[config.mk]
export PLATFORM = sky130hd
export DESIGN_NAME = i2c_req_arbiter
export DESIGN_NICKNAME = d
export VERILOG_FILES = /design/src/rtl/i2c_req_arbiter.sv
export SDC_FILE = /design/constraint.sdc
export NUM_CORES = 1
export LEC_CHECK = 0
export BUFFER_PORTS_ARGS = -buffer_cell sky130_fd_sc_hd__buf_2
export CAP_MARGIN = 10
export CORE_MARGIN = 2
export CORE_UTILIZATION = 35
export DETAILED_ROUTE_END_ITERATION = 6
export PLACE_DENSITY = 0.62
export REMOVE_ABC_BUFFERS = 1
export SLEW_MARGIN = 15
export SYNTH_ARGS = -nofsm -noshare
export SYNTH_HDL_FRONTEND = slang
export SYNTH_SLANG_ARGS = --single-unit
[constraint.sdc]
create_clock -name clk -period 2.52 [get_ports clk]
set_input_delay 0 -clock clk [delete_from_list [all_inputs] [get_ports clk]]
set_output_delay 0 -clock clk [all_outputs]
set_load 0.01 [all_outputs]
[src/rtl/i2c_req_arbiter.sv]
// Round-robin arbiter sharing one byte-level I2C master engine among NREQ requesters.
// Optional NACK retry enabled by defining I2C_ARB_RETRY_EN.
module i2c_req_arbiter #(
    parameter int NREQ      = 4,
    parameter int TIMEOUT   = 65535,
    parameter int MAX_RETRY = 2
) (
    input  logic                clk,
    input  logic                rst,
    input  logic [NREQ-1:0]     req_valid_i,
    input  logic [NREQ-1:0]     req_rw_i,
    input  logic [7*NREQ-1:0]   req_dev_i,
    input  logic [8*NREQ-1:0]   req_reg_i,
    input  logic [8*NREQ-1:0]   req_wdata_i,
    output logic [NREQ-1:0]     req_ack_o,
    output logic [NREQ-1:0]     resp_valid_o,
    output logic [7:0]          resp_rdata_o,
    output logic                resp_nack_o,
    output logic                resp_tmo_o,
    output logic                m_start_o,
    output logic                m_rw_o,
    output logic [6:0]          m_dev_o,
    output logic [7:0]          m_reg_o,
    output logic [7:0]          m_wdata_o,
    input  logic                m_busy_i,
    input  logic                m_done_i,
    input  logic                m_nack_i,
    input  logic [7:0]          m_rdata_i,
    output logic                arb_busy_o
);
    localparam int IW = (NREQ > 1) ? $clog2(NREQ) : 1;
    localparam int TW = (TIMEOUT > 1) ? $clog2(TIMEOUT) : 1;
    localparam logic [TW-1:0] TMO_LAST = TW'(TIMEOUT - 1);

    if (NREQ < 2 || NREQ > 8) begin : g_bad_nreq
        $error("NREQ must be in 2..8");
    end
    if (TIMEOUT < 0 || MAX_RETRY < 0) begin : g_bad_limits
        $error("TIMEOUT and MAX_RETRY must be non-negative");
    end

    typedef enum logic [1:0] {S_IDLE, S_ISSUE, S_WAIT, S_RESP} state_t;

    state_t             state_q;
    logic [IW-1:0]      rr_q;
    logic [IW-1:0]      win_q;
    logic [NREQ-1:0]    req_ack_q;
    logic [NREQ-1:0]    resp_valid_q;
    logic [7:0]         resp_rdata_q;
    logic               resp_nack_q;
    logic               resp_tmo_q;
    logic               m_start_q;
    logic               m_rw_q;
    logic [6:0]         m_dev_q;
    logic [7:0]         m_reg_q;
    logic [7:0]         m_wdata_q;
    logic [TW-1:0]      timer_q;
    logic               grant_d;
    logic [IW-1:0]      win_d;
    logic               do_retry;

`ifdef I2C_ARB_RETRY_EN
    localparam int RCW = (MAX_RETRY > 0) ? $clog2(MAX_RETRY + 1) : 1;
    logic [RCW-1:0]     retry_q;
    assign do_retry = m_nack_i && (int'(retry_q) < MAX_RETRY);
`else
    assign do_retry = 1'b0;
`endif

    function automatic logic [IW-1:0] rr_idx(input logic [IW-1:0] base, input int k);
        int s;
        s = int'(base) + k;
        if (s >= NREQ) s = s - NREQ;
        return IW'(s);
    endfunction

    // Iterate from the far end so the candidate closest to rr_q wins.
    always_comb begin
        grant_d = 1'b0;
        win_d   = rr_q;
        for (int k = NREQ - 1; k >= 0; k--) begin
            if (req_valid_i[rr_idx(rr_q, k)]) begin
                grant_d = 1'b1;
                win_d   = rr_idx(rr_q, k);
            end
        end
    end

    always_ff @(posedge clk or posedge rst) begin
        if (rst) begin
            state_q      <= S_IDLE;
            rr_q         <= '0;
            win_q        <= '0;
            req_ack_q    <= '0;
            resp_valid_q <= '0;
            resp_rdata_q <= '0;
            resp_nack_q  <= 1'b0;
            resp_tmo_q   <= 1'b0;
            m_start_q    <= 1'b0;
            m_rw_q       <= 1'b0;
            m_dev_q      <= '0;
            m_reg_q      <= '0;
            m_wdata_q    <= '0;
            timer_q      <= '0;
`ifdef I2C_ARB_RETRY_EN
            retry_q      <= '0;
`endif
        end else begin
            req_ack_q    <= '0;
            resp_valid_q <= '0;
            m_start_q    <= 1'b0;
            case (state_q)
                S_IDLE: begin
`ifdef I2C_ARB_RETRY_EN
                    retry_q <= '0;
`endif
                    if (grant_d) begin
                        win_q            <= win_d;
                        m_rw_q           <= req_rw_i[win_d];
                        m_dev_q          <= req_dev_i[7*int'(win_d) +: 7];
                        m_reg_q          <= req_reg_i[8*int'(win_d) +: 8];
                        m_wdata_q        <= req_wdata_i[8*int'(win_d) +: 8];
                        req_ack_q[win_d] <= 1'b1;
                        state_q          <= S_ISSUE;
                    end
                end
                S_ISSUE: begin
                    if (!m_busy_i) begin
                        m_start_q <= 1'b1;
                        timer_q   <= '0;
                        state_q   <= S_WAIT;
                    end
                end
                S_WAIT: begin
                    timer_q <= timer_q + 1'b1;
                    if (m_done_i && do_retry) begin
`ifdef I2C_ARB_RETRY_EN
                        retry_q <= retry_q + 1'b1;
`endif
                        state_q <= S_ISSUE;
                    end else if (m_done_i) begin
                        resp_nack_q  <= m_nack_i;
                        resp_tmo_q   <= 1'b0;
                        resp_rdata_q <= m_rw_q ? m_rdata_i : 8'h00;
                        state_q      <= S_RESP;
                    end else if (TIMEOUT != 0 && timer_q == TMO_LAST) begin
                        resp_nack_q  <= 1'b0;
                        resp_tmo_q   <= 1'b1;
                        resp_rdata_q <= 8'h00;
                        state_q      <= S_RESP;
                    end
                end
                S_RESP: begin
                    resp_valid_q[win_q] <= 1'b1;
                    rr_q    <= (win_q == IW'(NREQ - 1)) ? '0 : win_q + 1'b1;
                    state_q <= S_IDLE;
                end
                default: state_q <= S_IDLE;
            endcase
        end
    end

    assign req_ack_o    = req_ack_q;
    assign resp_valid_o = resp_valid_q;
    assign resp_rdata_o = resp_rdata_q;
    assign resp_nack_o  = resp_nack_q;
    assign resp_tmo_o   = resp_tmo_q;
    assign m_start_o    = m_start_q;
    assign m_rw_o       = m_rw_q;
    assign m_dev_o      = m_dev_q;
    assign m_reg_o      = m_reg_q;
    assign m_wdata_o    = m_wdata_q;
    assign arb_busy_o   = (state_q != S_IDLE);

endmodule

Word level (Yosys, flattened, before mapping)
Cells that the tools add are included.

word-level totals
  output and inout bits = 44
  register bits after elaboration = 65
  input bits = 113

cells by class
  multiplexer cells = 46
  reduce and logical (&&, ||, !) cells = 10
  $add $sub $neg = 9
  shift operators = 3
  magnitude comparators = 12
  multiply operators = 1
  equality and inequality tests = 8

operators with widths
  kind                   count
  $shiftx 32x6->8        2
  $pmux 16 s2            1
  $shiftx 28x6->7        1
  $mux 2                 13
  $mux 8                 3
  $lt 2x3->1 const B     6
  $mux 1                 17
  $add 16x1->16 const B  1
  $eq 16x16->1 const B   1
  $mux 16                1
  $mux 4                 3
  $bmux 1 s2             5
  $ge 3x3->1 const B     3
  $pmux 2 s4             1
  $sub 2x1->2 const B    4
  $add 2x2->3 const B    2
  $eq 2x2->1 const B     3
  $reduce_and 2->1       3
  $reduce_bool 2->1      3
  $mul 3x2->5 const A    1
  $demux 1 s2            2
  $ge 2x1->1 const B     2
  $ne 2x2->1 const B     2
  $add 2x1->3 const B    1
  other kinds (7)        8

Depth between registers and ports, before layout
Gate-level depths: netlist (run 1).

  depth in word-level cells = 15
  mapped depth = 8
  gate-level depth less buffers = 7

Worst setup path before layout (run 1)
Ideal clock, no wire load.

  kind = register to register
  start point = register state_q[1]
  end point = register timer_q[11]
  period minus slack after synthesis = 1.877 ns
  data required time = 2.388 ns
  buffers on the path = 0
  arrival = 1.745 ns
  setup slack = 0.643 ns
  cell stages (with the launch flop) = 8
  cells stage by stage = dfrtp_1 inv_1 ha_1 nand2b_1 a2111oi_2 nand4_1 xor2_1 nor2_1

between the ends
  cells in the longest elaborated chain, start to end = 3
  elaborated cells between the ends (all ways) = 6
  classes of those cells = 3 x eq/ne; 1 x mux; 2 x reduce/logical

RTL lines
  element                                                           line  source
  start: declaration                                                44    state_t state_q;
  start signal: assignment                                          91    state_q <= S_IDLE;
  start signal: assignment                                          124   state_q <= S_ISSUE;
  start signal: assignment                                          131   state_q <= S_WAIT;
  $eq 2x1->1 or $eq 2x2->1 (tied branches)                          112   case (state_q)
  $ne 2x2->1 (no source line) or $reduce_bool 2->1 (tied branches)  --
  $reduce_and 2->1 (no source line)                                 --
  end signal: assignment                                            135   timer_q <= timer_q + 1'b1;
  end: declaration                                                  57    logic [TW-1:0] timer_q;

Parallel ways exist; a longest one is shown, timed or not.
A chain may end at the register's enable or synchronous reset.

Final worst setup path (run 1)
  start point = register rr_q[0]
  end point = register m_wdata_q[2] (netlist: m_wdata_o[2])

between the ends
  cells in the longest elaborated chain, start to end = 10
  elaborated cells between the ends (all ways) = 33
  classes of those cells = 7 x add/sub; 4 x order compare; 1 x shift; 20 x mux; 1 x reduce/logical

RTL lines
  element                                              line  source
  start: declaration                                   45    logic [IW-1:0] rr_q;
  start signal: assignment                             155   rr_q <= (win_q == IW'(NREQ - 1)) ? '0 : win_q + 1'b1;
  $add 2x2->3                                          72    s = int'(base) + k;
  $ge 3x3->1 or $sub 2x1->2 (tied branches)            73    if (s >= NREQ) s = s - NREQ;
  $mux 2                                               73
  $bmux 1 s2                                           82    if (req_valid_i[rr_idx(rr_q, k)]) begin
  $mux 1 (implied by the code)                         82
  $mux 2 or $mux 1 (tied branches) (4 in a row)        82
  $shiftx 32x6->8 or $reduce_and 2->1 (tied branches)  --
  end signal: assignment                               122   m_wdata_q <= req_wdata_i[8*int'(win_d) +: 8];
  end: declaration                                     56    logic [7:0] m_wdata_q;

Parallel ways exist; a longest one is shown, timed or not. The select of a mux whose other input is x is not followed.

==> results of run 1 <==
[registers in the layout, indices dropped and copies added, names as in the netlist]
register	count
timer_q	16
m_reg_o	8
m_wdata_o	8
resp_rdata_o	8
m_dev_o	7
req_ack_o	4
resp_valid_o	4
rr_q	2
state_q	2
win_q	2
m_rw_o	1
m_start_o	1
resp_nack_o	1
resp_tmo_o	1
[cell type report]
class / count / area, um2
sequential: 65 / 1630
multi-input combinational: 224 / 1680
inverter: 10 / 37.5
clock buffer: 11 / 151
tap: 133 / 166
fill: 797 / 4080
timing repair buffer: 265 / 1870
antenna: 1 / 2.50
clock inverter: 5 / 77.6
[cells in the mapped netlist]
master	instances	area share
ha_1	10	0.036
a31oi_1	1	0.0018
xnor2_1	4	0.010
or2_1	1	0.0018
nor2_1	18	0.020
buf_12	4	0.023
o211ai_1	1	0.0022
nand2b_1	4	0.0072
or4_4	1	0.0033
o221ai_1	24	0.061
nand2_1	35	0.038
a2111o_1	1	0.0033
buf_8	1	0.0043
clkbuf_1	8	0.0087
a211o_1	1	0.0025
mux2_2	4	0.013
or3_1	3	0.0054
o21ai_0	9	0.013
a222oi_1	1	0.0029
buf_4	1	0.0022
inv_1	10	0.011
and2b_1	3	0.0065
a32o_1	1	0.0029
nor3_1	4	0.0058
a22o_1	9	0.023
xor2_1	6	0.015
o21ai_1	1	0.0014
nand2_4	1	0.0033
and3b_1	1	0.0025
and2_1	4	0.0072
and3_1	4	0.0072
nor4_1	1	0.0018
dfrtp_1	65	0.47
nand3_1	4	0.0058
a2bb2oi_1	1	0.0025
a21oi_1	8	0.012
nand4_1	6	0.011
mux2i_1	48	0.14
a2111oi_2	1	0.0043
buf_1	1	0.0011
buf_2	3	0.0043
and4_1	1	0.0025
[per-stage QoR]
step                      setup TNS (ns)  total power, uW  worst slack (ns)  hold WS (ns)  instances
after global placement                 0             3780             0.440         0.106        597
final                                  0             5130             0.118      -0.00158        714
after detailed placement               0             3840             0.362         0.105        597
after CTS                              0             5040            0.0326      0.000293        710
after floorplan                        0             2990             0.393        0.0900        297
after global routing            -0.00976             5470          -0.00976        0.0223        713
[what timing repair did]
item | 4_1_cts | 5_1_grt
setup buffers | 0 | 1
setup endpoints to repair | 0 | 7
hold endpoints to repair | 61 | 0
hold buffers | 97 | 0
gates resized for setup | 0 | 3
[metal layers]
layer,GRT usage,wire length [um],vias up
li1,-,-,1671
met1,0.251,4560,1783
met2,0.357,5990,198
met3,0.0679,853,52
met4,0.110,490,0
met5,0,0,-
[final timing paths]
check / start / end / slack, ns
max in group asynchronous: rst / timer_q[12] / 1.52
worst max register to register: rr_q[0] / m_wdata_o[2] / 0.12
min in group asynchronous: rst / m_dev_o[2] / 0.28
worst min-delay path: req_dev_i[11] / m_dev_o[4] / -0.002
worst min register to register: m_dev_o[3] / m_dev_o[3] / 0.50
worst max-delay path: rr_q[0] / m_wdata_o[2] / 0.12
[power breakdown]
group / switching [uW] / leakage [uW] / internal, uW
Combinational: 1260 / 0.00190 / 1150
Clock: 425 / 0.000115 / 608
Sequential: 264 / 0.000846 / 1430
Total: 1950 / 0.00286 / 3180
[logic make-up (layout without fill, tap and decap cells)]
group | count (synthesis) | after routing | synth area share
simple gates | 91 | 93 | 0.129
flops | 65 | 65 | 0.471
compound gates | 59 | 59 | 0.132
mux | 52 | 52 | 0.152
buf+inv | 28 | 291 | 0.0547
fa+ha+maj | 10 | 10 | 0.0362
xor+xnor | 10 | 10 | 0.0253
other cells | 0 | 1 | 0
[critical path, cell delays in order, from the launching register on]
cell	delay (ns)
dfrtp_1	0.38
and2b_1	0.20
or4_4	0.61
nand2_8	0.14
mux2i_1	0.23
dlygate4sd3_1	0.59
o221ai_1	0.11
==> flow_summary.ini, run 1 <==
[clocking]
path_clk_slew_ns = 0.08
cts_buffer_depth = 2
numCtsBuffers = 9
cts_max_level = 3
insertion_delay_ns = 0.34
clkSinkCount = 65
cts_tree = yes
clockRootBuffer = clkbuf_8

[hold_path]
hp-class = in2reg
worstHoldPathCells = 3

[yosys]
synthesis.area_um2 = 3460
syn_area_per_cell_um2 = 11.0
ys_ff_latch = 65
synth_cell_type_count = 42
synthCells = 315
yosys_warnings = 0
synth.yosys.seq_area_share = 0.471

[drt]
vias_per_cell = 5.19
firstDrtPassIters = 5
antenna_left = 0
drt_iter0_markers = 125
num_vias = 3704
route.detailed.drc = 0
routed_wl_um = 11900
wl_per_cell_um = 16.7

[run_status]
outcome = complete, but fails checks
violations = negative hold slack

[worst_setup_path]
required_ns = 2.73
ff2ff_path_depth = 6
end_kind = register
worstPathMaxFanout = 6
critPathArrivalTime_ns = 2.61
path_class = reg2reg
crit_path_start_kind = register

[die]
dieArea_um2 = 10700
row_count = 36
start_util = 0.357
io_pins = 157
coreArea_um2 = 9680
die_w_um = 103
die_h_um = 103

[timing]
timing.hold.ws_ns = -0.00158
worstMarginPinSlew_ns = 0.644
fmax_mhz = 416
hold_viol = 1
slew_viol_final = 0
relSlewSlack = 0.568
fin_skew_ns = 0.0187
period_needed_ns = 2.40
setup_viol = 0
finalCritPeriodShare = 0.953

[placed_design]
gp_congestion = 0.838
dpl.hpwl_um = 7140
port_buffers = 156
place_area_um2 = 4360

[power]
powerDensity_nw_per_um2 = 916
ir_drop_v = 0.000552
leakagePower_uw = 0.00286

[finish]
finalNetCount = 698
area_growth_pct = 62.2
final_area_um2 = 5600
finalCoreUtilization = 0.579
drive_above_1_share = 0.336
final_common_cell = buf_2
final_cell_mix = buf_2 (156), dlygate4sd3_1 (97), dfrtp_1 (65), mux2i_1 (48), nand2_1 (35)

[grt]
grt_pass1_wl_um = 17800
overflow = 0
antenna_found_initial = 0
grt_usage = 0.216
grt_max_degree = 29
grt_pass1_vias = 3727

[flow_run]
cap_violations = 0
No activity file was read; power rests on OpenSTA's default activity.
==> run 2: changes to the inputs <==
Settings changed: ABC_AREA from default to 1, PLACE_DENSITY 0.62 to 0.59.
==> run 2 against run 1 <==
The run now ends clean. First-iteration DRC count grew 26%. Global-route usage down 2.7 points. Sequential share of layout area rose by 1.0 points. Combinational power increased by 78%. Hold slack better by 0.048 ns. Sequential power up 2%. Worst setup slack gained 0.15 ns. Critical endpoint is now m_reg_o[6]. Largest cell class is now multi-input combinational cells. Highest routed layer unchanged.
==> flow_summary.ini, run 2 <==
[run_status]
outcome = finished clean

[clocking]
insertion_delay_ns = 0.33
cts.repair.resized = 0
path_clk_slew_ns = 0.05
cts_setup_buffers = 0
clkSinkCount = 65
cts_max_level = 3
cts_buffer_depth = 2
clockRootBuffer = clkbuf_16
holdBufCountCts = 13
numCtsBuffers = 9
cts_tree = yes

[yosys]
ys_top_cells_by_area = dfrtp_1 (40%), nand2_1 (24%), nand3_1 (7.3%), inv_1 (5.3%), nand3b_1 (4.4%)
async_reset_ff_frac = 1.00
synth_top_area_frac = 0.396
synthesis.area_um2 = 4110
ys.flop_type = dfrtp_1
syn_area_per_cell_um2 = 6.87
yosysMostFrequentCell = nand2_1
yosys_warnings = 0
yosys-top-cells-count = nand2_1 (259), dfrtp_1 (65), nand3_1 (60)
synth_edf_count = 0
synth_cell_type_count = 33
yosys.area.top_type = dfrtp_1
synth.yosys.seq_area_share = 0.396
ys_ff_latch = 65
synthCells = 598

[timing]
fin_skew_ns = 0.00681
worstMarginPinSlew_ns = 0.732
setup_viol = 0
hold_viol = 0
finalCritPeriodShare = 0.895
relSlewSlack = 0.511
slew_viol_final = 0
setup_slack_ns = 0.266
period_needed_ns = 2.25
rsz0062_at_grt = no
fmax_mhz = 444

[grt]
overflow = 0
grt_pass1_wl_um = 19200
grt_usage = 0.189
antenna_found_initial = 0
grt_max_degree = 50
grt_pass1_vias = 4152

[flow_run]
cap_violations = 0

[die]
die_w_um = 112
row_count = 39
io_pins = 157
start_util = 0.360
dieArea_um2 = 12600
die_h_um = 112
coreArea_um2 = 11400

[placed_design]
dpl.hpwl_um = 8540
gp_congestion = 0.849
port_buffers = 156
place_area_um2 = 4990
pre_cts_ws_ns = 0.292

[worst_setup_path]
cp_cell_sequence = inv_6 -> nand2_1 -> nand2_1 -> nand2_1 -> nand2_1 -> inv_2 -> nand2_4 -> nand3_2 -> nand2_2 -> buf_4 -> nand3_1 -> nand2_1 -> nand2_1 -> nand2_1 -> nand2_1 -> nand2_1
timing.rr.start = rr_q[0]
path_buf_inv = 3
critPathArrivalTime_ns = 2.52
r2r_setup_slack_ns = 0.27
crit_path_start_kind = register
ff2ff_path_depth = 16
crit_family = simple AND/OR/NAND/NOR gates
required_ns = 2.78
worstPathMaxFanout = 49
end_kind = register
worst_r2r_endpoint = m_reg_o[6]
path_class = reg2reg
slowest_stage = dfrtp_1
cp_slowest_stage_delay_ns = 0.49
worst_path_most_repeated_cell = nand2_1

[power]
switching_share = 0.485
leakagePower_uw = 0.00311
p_int_uw = 3730
ir_drop_v = 0.000678
clockPowerShare = 0.171
seqPwrFrac = 0.239
powerDensity_nw_per_um2 = 1340
combPwrFrac = 0.590
p_sw_uw = 3520

[drt]
vias_per_cell = 4.74
drt_iter0_markers = 158
route.detailed.drc = 0
wl_per_cell_um = 12.9
firstDrtPassIters = 4
antenna_left = 0
routed_wl_um = 11700
num_vias = 4300

[finish]
final_area_um2 = 5420
final_cell_mix = nand2_1 (259), buf_2 (156), dfrtp_1 (65), nand3_1 (60), inv_1 (57)
final_common_cell = nand2_1
drive_above_1_share = 0.262
finalNetCount = 883
largest-register = timer_q
antenna_cells = 0
area_growth_pct = 31.9
largest_register_ff_count = 16

[hold_path]
hold_end = m_dev_o[6]
min-delay-start = req_dev_i[27]
hp-class = in2reg
worstHoldPathCells = 7
[run 2: cell count changes after synthesis, sizes merged, moves of 5 or more]
cell,change
nand2,+231
nand3,+58
inv,+55
mux2i,-48
nand3b,+24
o221ai,-24
buf,+14
a22o,-9
o21ai,+9
nor3,+6
xor2,-6
a21oi,+5
clkbuf,-5
[run 2: power groups by stage]
stage	registers (uW)	clock network, uW	logic [uW]
after floorplan	1850	0	2790
after global placement	1740	0	4250
after detailed placement	1740	0	4300
after CTS	1740	1270	4330
after global routing	1790	1320	4910
final	1730	1240	4280
[run 2: final cells by class]
class | count | area, um2
fillers | 1206 | 6000
multi-input cells | 441 | 2080
flip-flops and latches | 65 | 1630
repair buffers | 178 | 991
clock buffers | 12 | 256
inverters | 65 | 249
well taps | 143 | 179
clock inverters | 3 | 40.0
[run 2: kinds of logic after synthesis]
family,after synthesis,synth area share
adder cells (fa/ha/maj),10,0.0305
flip-flops,65,0.396
buffers and inverters,92,0.0999
AO/OA/AOI/OAI,40,0.0524
AND/OR/NAND/NOR,391,0.421
[run 2: metal layers]
layer	part of all wire	vias up	GRT usage
li1	-	2206	-
met1	0.41	1911	0.216
met2	0.48	157	0.324
met3	0.081	26	0.0659
met4	0.027	0	0.0724
met5	0	-	0
[run 2: worst reg2reg max path, stage by stage, from the launching register on]
cell	delay [ns]
dfrtp_1	0.49
inv_6	0.14
nand2_1	0.08
nand2_1	0.10
nand2_1	0.10
nand2_1	0.10
inv_2	0.05
nand2_4	0.08
nand3_2	0.06
nand2_2	0.07
buf_4	0.41
nand3_1	0.15
nand2_1	0.10
nand2_1	0.06
nand2_1	0.09
nand2_1	0.05
nand2_1	0.07
[run 2: worst max path at each step]
stage	startpoint	endpoint	slack (ns)	cells after the start
after global routing	rr_q[0]	m_wdata_o[2]	0.03	16
final	rr_q[0]	m_reg_o[6]	0.27	16
after global placement	rr_q[0]	m_reg_o[6]	0.39	16
after CTS	rr_q[0]	m_reg_o[6]	0.28	16
after floorplan	rr_q[0]	m_dev_o[0]	-0.03	16
after detailed placement	rr_q[0]	m_reg_o[6]	0.29	16
[run 2: per-stage QoR]
step / power (uW) / util / hold slack, ns / std cells / setup TNS [ns]
after floorplan: 4630 / - / 0.0765 / 571 / -0.790
after global placement: 5990 / 0.437 / 0.173 / 879 / 0
after detailed placement: 6040 / 0.437 / 0.189 / 879 / 0
after CTS: 7340 / 0.474 / 0.0317 / 907 / 0
after global routing: 8030 / 0.474 / 0.0892 / 907 / 0
final: 7240 / 0.474 / 0.0463 / 907 / 0
